## src/rtl/cla_8bit.sv

```systemverilog
// cla_8bit: registered 8-bit two-level carry-lookahead adder.
//   {C_out, S} <= A + B + C on every rising edge of clk (1-cycle latency,
//   one add per cycle, no enable or handshake).
// Ports:
//   clk    in   1  clock, rising edge
//   rst_n  in   1  asynchronous active-low reset, clears S and C_out
//   A      in   8  operand A, unsigned
//   B      in   8  operand B, unsigned
//   C      in   1  carry-in
//   C_out  out  1  registered carry-out of bit 7
//   S      out  8  registered sum
module cla_8bit (
  input  logic       clk,
  input  logic       rst_n,
  input  logic [7:0] A,
  input  logic [7:0] B,
  input  logic       C,
  output logic       C_out,
  output logic [7:0] S
);

  logic [7:0] g;
  logic [7:0] p;
  logic [8:0] c;
  logic       gg0, gp0, gg1, gp1;
  logic [7:0] s_d;
  logic [7:0] s_q;
  logic       co_d;
  logic       co_q;

  assign g = A & B;
  assign p = A ^ B;

  // Group 0, bits [3:0]: flat sum-of-products from the adder carry-in.
  assign c[0] = C;
  assign c[1] = g[0] | (p[0] & C);
  assign c[2] = g[1] | (p[1] & g[0]) | (p[1] & p[0] & C);
  assign c[3] = g[2] | (p[2] & g[1]) | (p[2] & p[1] & g[0])
              | (p[2] & p[1] & p[0] & C);

  assign gg0 = g[3] | (p[3] & g[2]) | (p[3] & p[2] & g[1])
             | (p[3] & p[2] & p[1] & g[0]);
  assign gp0 = p[3] & p[2] & p[1] & p[0];

  // Group 1, bits [7:4].
  assign gg1 = g[7] | (p[7] & g[6]) | (p[7] & p[6] & g[5])
             | (p[7] & p[6] & p[5] & g[4]);
  assign gp1 = p[7] & p[6] & p[5] & p[4];

  // Second-level lookahead: group carries come straight from C and the
  // group generate/propagate terms, never from a rippled bit carry.
  assign c[4] = gg0 | (gp0 & C);
  assign c[8] = gg1 | (gp1 & gg0) | (gp1 & gp0 & C);

  // Group 1 internal carries use c[4] as their group carry-in.
  assign c[5] = g[4] | (p[4] & c[4]);
  assign c[6] = g[5] | (p[5] & g[4]) | (p[5] & p[4] & c[4]);
  assign c[7] = g[6] | (p[6] & g[5]) | (p[6] & p[5] & g[4])
              | (p[6] & p[5] & p[4] & c[4]);

  assign s_d  = p ^ c[7:0];
  assign co_d = c[8];

  always_ff @(posedge clk or negedge rst_n) begin
    if (!rst_n) begin
      s_q  <= 8'h00;
      co_q <= 1'b0;
    end else begin
      s_q  <= s_d;
      co_q <= co_d;
    end
  end

  assign S     = s_q;
  assign C_out = co_q;

endmodule

```

## config.mk

```make
export PLATFORM = sky130hd
export DESIGN_NAME = cla_8bit
export DESIGN_NICKNAME = d
export VERILOG_FILES = /design/src/rtl/cla_8bit.sv
export SDC_FILE = /design/constraint.sdc
export NUM_CORES = 1
export LEC_CHECK = 0
export ABC_AREA = 1
export BUFFER_PORTS_ARGS = -buffer_cell sky130_fd_sc_hd__clkbuf_2
export CAP_MARGIN = 10
export CELL_PAD_IN_SITES_DETAIL_PLACEMENT = 1
export CELL_PAD_IN_SITES_GLOBAL_PLACEMENT = 1
export CORE_ASPECT_RATIO = 1.2
export CORE_MARGIN = 3
export CORE_UTILIZATION = 35
export DETAILED_ROUTE_END_ITERATION = 10
export PLACE_DENSITY = 0.8
export SLEW_MARGIN = 20
export SYNTH_ARGS = -nofsm -noshare
export SYNTH_HDL_FRONTEND = slang
export SYNTH_SLANG_ARGS = --single-unit
```

## constraint.sdc

```tcl
create_clock -name clk -period 0.8 [get_ports clk]
set_input_delay 0.08 -clock clk [delete_from_list [all_inputs] [get_ports clk]]
set_output_delay 0.08 -clock clk [all_outputs]
set_load 0.02 [all_outputs]
```

==> impl_metrics.csv, run 1 <==
group,metric,value,unit
clock_network,h-tree-depth,1,
logic_synthesis,syn_area,669,sq um
run_status,error_line,"[ERROR DPL-0033] detailed placement checks failed during check placement.",
global_routing,grt_start_max_net_pins,10,
logic_synthesis,syn-num-nets,109,
logic_synthesis,syn_inst,80,
logic_synthesis,synth_xor_area_share,3.93,%
floorplanning,rows,16,
logic_synthesis,synth-compound-area-share,5.23,%
placement,globalplace.congestion,0.789,
clock_network,clk_path_buf_depth,2,
logic_synthesis,synthMuxAreaShare,0,%
run_status,failing_step,"global routing (5_1_grt)",
logic_synthesis,yosys_warnings,0,
floorplanning,io_pins,28,
timing,worst-ep-kind,"register data pin",
logic_synthesis,synth_fa_ha_area_share,20.9,%
logic_synthesis,synth_cell_types,19,
timing,worst_endpoint,"S[5]$_DFF_PN0_/D",
global_routing,grt_antenna_before_repair,0,
logic_synthesis,synth.ff_latch_count,9,
clock_network,clock-sinks,9,
floorplanning,start_util,38.9,%
run_status,status,"stopped before the end",
placement,port_buffers,27,
placement,hpwl,1710,um
logic_synthesis,synth_top_family_by_area,"simple AND/OR/NAND/NOR gates",
logic_synthesis,synth-simple-area-share,27.7,%
clock_network,cts_buffers,3,
logic_synthesis,ys_seq_area_share,33.6,%
placement,placed_cell_area,1080,sq um
logic_synthesis,synth.avg_cell_area,8.37,sq um
floorplanning,die_x,45.9,um
clock_network,root_buffer,"clkbuf_4",
floorplanning,fp.dieH,53.9,um
synthesized netlist by cell type, drive strengths merged:
master | instances | area [sq um]
o21a | 1 | 7.51
dfrtp | 9 | 225
a21o | 1 | 7.51
ha | 8 | 100
nor3b | 1 | 7.51
nor2 | 6 | 32.5
xnor2 | 1 | 8.76
inv | 11 | 57.6
nand2 | 28 | 113
a21oi | 4 | 20.0
fa | 2 | 40.0
nand4 | 2 | 12.5
xor2 | 2 | 17.5
nand3 | 4 | 20.0
stage by stage:
step | worst slack (ns) | std cells | TNS (ns)
after detailed placement | -0.622 | 143 | -3.34
after global placement | -0.547 | 143 | -2.82
after CTS | -0.279 | 151 | -1.60
after floorplan | -0.404 | 80 | -1.16
repair_timing:
action | in CTS
pin swaps | 3
setup buffers | 4
resized for setup | 8
endpoints found under the hold margin | 9
hold buffers | 1
endpoints found under the setup margin | 15
cell families after synthesis:
logic type	after synthesis
AND/OR/NAND/NOR	41
flip-flops	9
adder cells (fa/ha/maj)	10
AO/OA/AOI/OAI	6
XOR/XNOR	3
buffers and inverters	11
==> inputs of run 2 (changes only) <==
- CELL_PAD_IN_SITES_DETAIL_PLACEMENT: 1 -> default
- CELL_PAD_IN_SITES_GLOBAL_PLACEMENT: 1 -> default
- CORE_AREA: default -> 3 3 64 66
- CORE_ASPECT_RATIO: 1.2 -> default
- CORE_MARGIN: 3 -> default
- CORE_UTILIZATION: 35 -> default
- DIE_AREA: default -> 0 0 67 69
- PLACE_DENSITY: 0.8 -> default
- PLACE_DENSITY_LB_ADDON: default -> 0.15
==> impl_metrics.csv, run 2 <==
group,metric,value,unit
run_status,status,"complete, but fails checks",
run_status,violations,"negative setup slack",
floorplanning,fp.coreArea,3630,sq um
drt,vias_per_cell,3.72,
clock_network,clk_path_buf_depth,2,
placement,hpwl,1400,um
global_routing,overflow,0,
finish,largest_reg_flops,8,
finish,layout_commonest_cell,"nand2_1",
floorplanning,fp.dieH,69,um
placement,port_buffers,27,
finish,area_growth,93.8,%
global_routing,grtUsageMet2,10.9,%
floorplanning,io_pins,28,
finish,antenna_cells,0,
drt,vias,663,
logic_synthesis,synth_top_area_cell,"dfrtp_1",
finish,fin_nets,160,
logic_synthesis,yosysMostFrequentCell,"nand2_1",
critical_path,cp.required,0.91,ns
timing,slew_headroom,85.6,%
drt,drc,0,
critical_path,critPathKind,"in2reg",
logic_synthesis,ys_seq_area_share,33.6,%
power_and_ir_drop,internal_power,1.37,mW
floorplanning,dieArea,4620,sq um
global_routing,grt_start_max_net_pins,10,
finish,drive_above_1_share,59.2,%
power_and_ir_drop,powerDensity,1550,nW/um^2
logic_synthesis,syn-num-nets,109,
power_and_ir_drop,sequentialPowerShare,28.6,%
power_and_ir_drop,p_leak,0.643,nW
clock_network,tritoncts,"yes",
drt,wirelength,1570,um
global_routing,grt_pass1_vias,607,
floorplanning,start_util,18.4,%
drt,drt_first_pass_iters,2,
timing,fin_crit,1.15,ns
logic_synthesis,synth-edff-count,0,
global_routing,top_usage_layer,"met2",
power_and_ir_drop,peakVddDrop,0.338,mV
drt,drt_iter0_drc,7,
critical_path,crit_fanout,3,
timing,period_share,143,%
drt,ant_nets,0,
finish,layout_common_cells,"19 x nand2_1, 16 x buf_4, 15 x clkbuf_2",
timing,clock.fmax,872,MHz
run,cap_violations,0,
power_and_ir_drop,switching_share,31.5,%
clock_network,h-tree-depth,1,
logic_synthesis,syn_inst,80,
clock_network,clock-sinks,9,
drt,wl_per_cell,8.83,um
clock_network,cts_buffers,3,
floorplanning,die_x,67,um
floorplanning,rows,22,
logic_synthesis,yosys_warnings,0,
global_routing,grt_antenna_before_repair,0,
timing,hold_ws,0.213,ns
critical_path,end_kind,"flip-flop",
logic_synthesis,synth.avg_cell_area,8.37,sq um
timing,fin_ws,-0.347,ns
timing,tightest_slew,0.216,ns
logic_synthesis,syn_area,669,sq um
logic_synthesis,yosysTopAreaCellShare,33.6,%
critical_path,start_kind,"primary input",
global_routing,grt.total_usage,7.75,%
critical_path,startpoint,"B[3]",
power_and_ir_drop,clkPwrFrac,25.4,%
timing,hold_violations,0,
global_routing,grtUsageMet1,10.0,%
logic_synthesis,yosys-top-cells-count,"25 x nand2_1, 9 x dfrtp_1, 9 x inv_1, 8 x ha_1",
critical_path,crit_path_end,"S[5]",
worst_hold_path,hold_class,"in2reg",
logic_synthesis,synth_ff_type,"dfrtp_1",
logic_synthesis,async_flop_share,100,%
critical_path,arrival,1.26,ns
power_and_ir_drop,comb_power_share,46.0,%
clock_network,clkTransAtPathRegs,0.04,ns
timing,setup_violations,11,
global_routing,grt_util_met3,1.47,%
timing,fin_setup_tns,-1.14,ns
logic_synthesis,synth_cell_types,19,
power_and_ir_drop,p_switching,632,uW
clock_network,root_buffer,"clkbuf_8",
logic_synthesis,synth_area_leaders,"dfrtp_1 34%, ha_1 15%, nand2_1 14%",
global_routing,grt_pass1_wl,2680,um
placement,globalplace.congestion,0.794,
logic_synthesis,synth.ff_latch_count,9,
timing,finalMaxSlewViolations,0,
timing,rsz0062_at_grt,"yes",
==> run 2: cell counts after synthesis <==
No cell type changed its count.
==> run 2: critical path, cell delays in order <==
cell and delay (ns):
buf_6 0.09, ha_4 0.25, nand2_4 0.08, nor2_4 0.05, nor2_4 0.10, nand2_2 0.08, fa_2 0.35, xor2_1 0.16
==> run 2: cell families after synthesis <==
family	after synthesis	synth area share [%]
adder cells (fa/ha/maj)	10	20.9
AND/OR/NAND/NOR	41	27.7
buffers and inverters	11	8.60
AO/OA/AOI/OAI	6	5.23
XOR/XNOR	3	3.93
flip-flops	9	33.6
==> run 2: per-stage QoR <==
| stage | instance area [sq um] | worst slack [ns] | total power [mW] | std cells | util [%] |
|---|---|---|---|---|---|
| 6_report | 1300 | -0.347 | 2.01 | 178 | 35.7 |
| 5_1_grt | 1300 | -0.381 | 2.16 | 178 | 35.7 |
| 4_1_cts | 1160 | -0.354 | 1.86 | 176 | 31.9 |
| 3_5_place_dp | 1100 | -0.596 | 1.33 | 171 | 30.3 |
| 3_3_place_gp | 1100 | -0.577 | 1.32 | 171 | 30.3 |
| 2_1_floorplan | 773 | -0.404 | 1.00 | 80 | - |
==> run 2: power by group through the flow <==
stage	logic, mW	registers [mW]	clock network [mW]
3_5_place_dp	0.762	0.565	0
5_1_grt	1.01	0.580	0.564
6_report	0.924	0.574	0.509
4_1_cts	0.771	0.557	0.532
3_3_place_gp	0.754	0.563	0
2_1_floorplan	0.325	0.675	0
==> run 2: area by class of cell <==
type,count,area [sq um]
clock buffer,4,45.0
fill,388,2340
inverter,11,57.6
multi-input combinational,60,538
sequential,9,225
tap,48,60.1
timing repair buffer,46,372
==> run 2: repair_timing <==
item | 4_1_cts | 5_1_grt
resized for setup | 1 | 49
setup buffers | 0 | 3
endpoints found under the setup margin | 16 | 17
hold endpoints to repair | 9 | 0
hold buffers | 1 | 0
pin swaps | 1 | 13
==> run 2: worst min-delay path by stage <==
stage | cells past startpoint | slack, ns | end | startpoint
after floorplan | 0 | -0.22 | C_out | rst_n
after global placement | 1 | -0.06 | S[2] | rst_n
after detailed placement | 1 | -0.06 | S[2] | rst_n
after CTS | 2 | 0.17 | S[0] | B[0]
after global routing | 2 | 0.23 | S[0] | B[0]
final | 2 | 0.21 | S[0] | B[0]
==> run 2: routing by layer <==
| metal | vias to the layer above | wire length, um | part of all wire, % |
|---|---|---|---|
| li1 | 353 | - | - |
| met1 | 289 | 722 | 46 |
| met2 | 17 | 717 | 46 |
| met3 | 4 | 92 | 5.9 |
| met4 | 0 | 39 | 2.5 |
| met5 | - | 0 | 0 |
(Power assumes the default switching activity.)
